## config.mk

```make
export PLATFORM = sky130hd
export DESIGN_NAME = cdb_scheduler
export DESIGN_NICKNAME = d
export VERILOG_FILES = /design/src/rtl/ooo_pkg.sv /design/src/rtl/rr_priority_arbiter.sv /design/src/rtl/cdb_scheduler.sv
export SDC_FILE = /design/constraint.sdc
export NUM_CORES = 1
export LEC_CHECK = 0
export BUFFER_PORTS_ARGS = -buffer_cell sky130_fd_sc_hd__buf_2
export CAP_MARGIN = 25
export CORE_MARGIN = 1
export CORE_UTILIZATION = 35
export DETAILED_ROUTE_END_ITERATION = 8
export SYNTH_ARGS = -nofsm -noshare
export SYNTH_HDL_FRONTEND = slang
export SYNTH_HIERARCHICAL = 1
export SYNTH_SLANG_ARGS = --single-unit
```

## constraint.sdc

```tcl
create_clock -name clk -period 3.3 [get_ports clk]
set_input_delay 0.66 -clock clk [delete_from_list [all_inputs] [get_ports clk]]
set_output_delay 0.66 -clock clk [all_outputs]
set_load 0.01 [all_outputs]
```

## src/rtl/ooo_pkg.sv

```systemverilog
// Shared out-of-order core definitions: default datapath widths and the
// common-data-bus record broadcast to reservation stations and the ROB.
package ooo_pkg;

  localparam int XLEN  = 32;
  localparam int TAG_W = 5;

  localparam logic [15:0] CONFLICT_MAX = 16'hFFFF;

  typedef struct packed {
    logic             valid;
    logic [TAG_W-1:0] tag;
    logic [XLEN-1:0]  value;
  } cdb_bus_t;

endpackage

```

## src/rtl/rr_priority_arbiter.sv

```systemverilog
// Combinational round-robin arbiter: grants the first set request found when
// scanning upward from ptr, wrapping from N-1 back to 0.
module rr_priority_arbiter #(
  parameter  int N  = 4,
  localparam int PW = $clog2(N)
) (
  input  logic [N-1:0]  request,
  input  logic [PW-1:0] ptr,
  output logic [N-1:0]  grant
);

  always_comb begin : scan
    int          idx;
    logic [PW-1:0] sel;
    logic        found;
    // NOTE: every variable written here gets a default first, so no path
    // leaves one unassigned and no latch is inferred.
    grant = '0;
    idx   = 0;
    sel   = '0;
    found = 1'b0;
    for (int i = 0; i < N; i++) begin
      idx = (int'(ptr) + i) % N;
      sel = PW'(idx);
      if (!found && request[sel]) begin
        grant[sel] = 1'b1;
        found      = 1'b1;
      end
    end
  end

endmodule

```

## src/rtl/cdb_scheduler.sv

```systemverilog
// Common-data-bus scheduler: one holding slot per functional unit, one
// round-robin broadcast per cycle, squash on flush, contention statistics.
module cdb_scheduler #(
  parameter int N     = 4,
  parameter int XLEN  = ooo_pkg::XLEN,
  parameter int TAG_W = ooo_pkg::TAG_W
) (
  input  logic                 clk,
  input  logic                 reset_n,
  input  logic [N-1:0]         req_valid,
  input  logic [N*TAG_W-1:0]   req_tag,
  input  logic [N*XLEN-1:0]    req_value,
  output logic [N-1:0]         req_ready,
  input  logic                 flush,
  output logic                 cdb_valid,
  output logic [TAG_W-1:0]     cdb_tag,
  output logic [XLEN-1:0]      cdb_value,
  output logic [N-1:0]         cdb_grant,
  output logic [15:0]          conflict_count
);

  localparam int PW = $clog2(N);

  logic [N-1:0]     hv;
  logic [TAG_W-1:0] htag [N];
  logic [XLEN-1:0]  hval [N];
  logic [PW-1:0]    rr_ptr;
  logic [PW-1:0]    gidx;
  logic [N-1:0]     arb_grant;
  logic [N-1:0]     capture;

  rr_priority_arbiter #(.N(N)) u_arb (
    .request (hv),
    .ptr     (rr_ptr),
    .grant   (arb_grant)
  );

  // A granted slot reports ready so the FU can refill it on the draining edge.
  assign cdb_grant = flush ? '0 : arb_grant;
  assign cdb_valid = |cdb_grant;
  assign req_ready = flush ? '0 : (~hv | cdb_grant);
  assign capture   = req_valid & req_ready;

  always_comb begin
    gidx = '0;
    for (int i = 0; i < N; i++) begin
      if (arb_grant[i]) gidx = PW'(i);
    end
  end

  assign cdb_tag   = cdb_valid ? htag[gidx] : '0;
  assign cdb_value = cdb_valid ? hval[gidx] : '0;

  // NOTE: slot payloads are reset along with their valid bits so nothing
  // stale from before reset can ever reach the bus.
  always_ff @(posedge clk or negedge reset_n) begin
    if (!reset_n) begin
      hv <= '0;
      for (int i = 0; i < N; i++) begin
        htag[i] <= '0;
        hval[i] <= '0;
      end
    end else if (flush) begin
      hv <= '0;
    end else begin
      // NOTE: non-blocking assignments keep every slot update based on the
      // pre-edge state, independent of statement order.
      for (int i = 0; i < N; i++) begin
        if (capture[i]) begin
          hv[i]   <= 1'b1;
          htag[i] <= req_tag[i*TAG_W +: TAG_W];
          hval[i] <= req_value[i*XLEN +: XLEN];
        end else if (cdb_grant[i]) begin
          hv[i] <= 1'b0;
        end
      end
    end
  end

  always_ff @(posedge clk or negedge reset_n) begin
    if (!reset_n) begin
      rr_ptr <= '0;
    end else if (cdb_valid) begin
      rr_ptr <= (gidx == PW'(N - 1)) ? '0 : gidx + PW'(1);
    end
  end

  always_ff @(posedge clk or negedge reset_n) begin
    if (!reset_n) begin
      conflict_count <= '0;
    end else if (!flush && ($countones(hv) >= 2) &&
                 (conflict_count != ooo_pkg::CONFLICT_MAX)) begin
      conflict_count <= conflict_count + 16'd1;
    end
  end

endmodule

```

==> flow_summary.ini <==
[setup_path]
worstPathArrival_ns = 3.18
cp_max_fo = 7
required_ns = 2.64
worstSetupEndpointType = output pin
reg2reg_depth = 15
cp-start-kind = flop
path_class = reg -> out

[final_layout]
fin_cells = 1270
fillers = 2096
seqCellArea_sq_um = 4255
final_cell_mix = 211 x buf_2, 169 x dfrtp_1, 74 x mux2_4, 69 x mux2i_1, 66 x mux2_1
nets = 1106
drive_above_1_share_pct = 47.59
layout_commonest_cell = buf_2
area_growth_pct = 41.49
post-route-util_pct = 51.07
multi_input_area_sq_um = 4190

[yosys]
synth_area_leader_cell = dfrtp_1
synth-edff-count = 0
synth_area_leaders = dfrtp_1 51%, mux2_1 17%, mux2i_1 9.0%, mux2_2 3.7%, o21ai_0 2.4%
ys.warnings.count = 6
synth_nets = 833
synthArstFlopShare_pct = 100.0
yosys.area.top_type_share_pct = 51.43
ys.flop_type = dfrtp_1
synth_area_sq_um = 8272
ys_ff_latch = 170
avgSynthCellArea_sq_um = 12.35
synth.yosys.seq_area_share_pct = 51.43
synthCells = 670
synth.distinct_cells = 45

[sta]
max_freq_mhz = 260.1
drv_slew = 0
final.setup.worst_slack_ns = -0.5447
worst_pin_slew_ns = 0.7600
relSlewSlack_pct = 49.34
period_needed_ns = 3.845
skew_ns = 0.009458
rsz0062_at_grt = true
setup_violations = 119
fin_crit_sh_pct = 116.5
finalHoldViolCount = 0

[die]
initial_utilization_pct = 36.10
die-area_sq_um = 24250
fp.dieW_um = 155.7
io_pins = 217
fp-row-count = 55
fp.dieH_um = 155.7
core-area_sq_um = 22920

[cts]
cts_hold_buf = 0
tritoncts = done
max-clock-path-buffers = 2
numCtsBuffers = 17
clock-sinks = 170
cts.clk_slew.worst_paths_ns = 0.07
ctsHtreeMaxLevel = 4
clkLatencyLatePin_ns = 0.43
cts_root_buffer = clkbuf_16

[power]
vdd_drop_max_mv = 0.5827
powerDensity_nw_per_um2 = 1069
p_leak_nw = 5.499

[routing]
route.detailed.drc = 0
drt_wl_total_mm = 24.26
via_count = 6117
post_drt_wl_per_cell_um = 19.10
viasPerCell = 4.817
ant_nets = 0
first_pass_iters = 4
drtIter0Drc = 240

[grt]
grt_overflow = 0
grt_usage_pct = 18.84
grt_pass1_wl_mm = 34.71
grt_pass1_vias = 6339
grt_start_max_net_pins = 78
antenna_found_initial = 2

[job]
max_cap_violations = 0

[run_status]
violations = negative setup slack
status = finished, violations left

[placed_design]
placedCellCount = 1203
io_buffers = 216
gp_congestion = 0.7674
hpwlAfterDp_mm = 15.23

[min_path]
min_path_type = in -> async
==> synth_stat cells (all sizes together) (2+ instances only) <==
cell       n
a21o       4
a21oi      6
and2       5
and3       3
buf       27
clkbuf    15
dfrtp    170
ha         7
inv        9
mux2     150
mux2i     74
mux4       4
nand2     48
nand3      6
nand4      7
nor2      53
nor2b      9
nor3       2
nor4b      2
o2111ai    2
o211ai     4
o21ai     39
xnor2     12
==> power by group <==
group / internal, mW / switching, mW
clock network: 1.11 / 0.893
logic: 3.88 / 3.34
registers: 2.84 / 0.441
total: 7.84 / 4.67
==> critical path: stages, from the launching register on <==
cell and delay [ns]:
dfrtp_1 0.39, inv_2 0.07, ha_4 0.27, mux4_2 0.36, buf_4 0.19, a21oi_2 0.13, a21o_2 0.10, o211ai_1 0.11
buf_4 0.21, o41ai_4 0.37, buf_4 0.21, clkbuf_16 0.17, nor2_1 0.05, buf_2 0.13
==> per-stage QoR <==
step | hold WS (ns) | total power [mW] | setup WS (ns) | setup TNS (ns) | area [sq um]
4_1_cts | 0.2771 | 11.69 | -0.4908 | -18.59 | 10970
3_5_place_dp | 0.4747 | 9.009 | -0.09551 | -1.604 | 10120
6_report | 0.2608 | 12.51 | -0.5447 | -27.16 | 11700
5_1_grt | 0.3136 | 13.32 | -0.7193 | -46.08 | 11700
3_3_place_gp | 0.4662 | 8.936 | -0.008030 | -0.01998 | 10120
2_1_floorplan | 0.3644 | 6.778 | 0.001081 | 0 | 8294
==> path summary, 6_finish.rpt <==
check | start | to | slack (ns)
hold / removal | reset_n | conflict_count[15]$_DFFE_PN0P_ | 0.26
setup reg to reg | rr_ptr[1]$_DFFE_PN0P_ | hval[75]$_DFFE_PN0P_ | -0.11
setup / recovery | rr_ptr[1]$_DFFE_PN0P_ | cdb_value[23] | -0.54
hold reg to reg | hval[46]$_DFFE_PN0P_ | hval[46]$_DFFE_PN0P_ | 0.49
min in group clk | req_value[123] | hval[27]$_DFFE_PN0P_ | 0.44
max in group asynchronous | reset_n | htag[3]$_DFFE_PN0P_ | 2.26
==> cell families after synthesis <==
kind of cell,share of synthesized area (%)
DFF,51.43
and+or+nand+nor,8.138
muxes,30.60
AOI/OAI and AO/OA,4.266
buffers and inverters,2.995
adders and majority gates,1.301
xor gates and xnor gates,1.271
==> layer usage <==
metal,GRT usage (%),vias up,share of wire (%)
met4,3.501,2,1.0
met2,31.69,173,47
met1,23.85,3025,46
met3,5.972,16,5.9
li1,-,2901,-
met5,0,-,0.054
==> layout make-up <==
type,instances,share of cell area (%)
Inverter,9,0.2886
Sequential cell,170,36.36
Clock inverter,11,0.9515
Timing Repair Buffer,296,19.21
Clock buffer,21,4.020
Multi-Input combinational cell,449,35.80
Tap cell,313,3.346
Antenna cell,1,0.02138
==> state kept, by name, summed over array words and instances, names as in the netlist <==
signal,cells
hval,128
htag,20
conflict_count,16
hv,4
rr_ptr,2
==> timing repair <==
item / in CTS / in global routing
gates cloned: 4 / 13
pin swaps: 9 / 19
endpoints found under the setup margin: 46 / 136
endpoints found under the hold margin: 0 / 0
buffers inserted: 12 / 8
gates resized for setup: 33 / 139
Power figures use the tool's default switching activity.
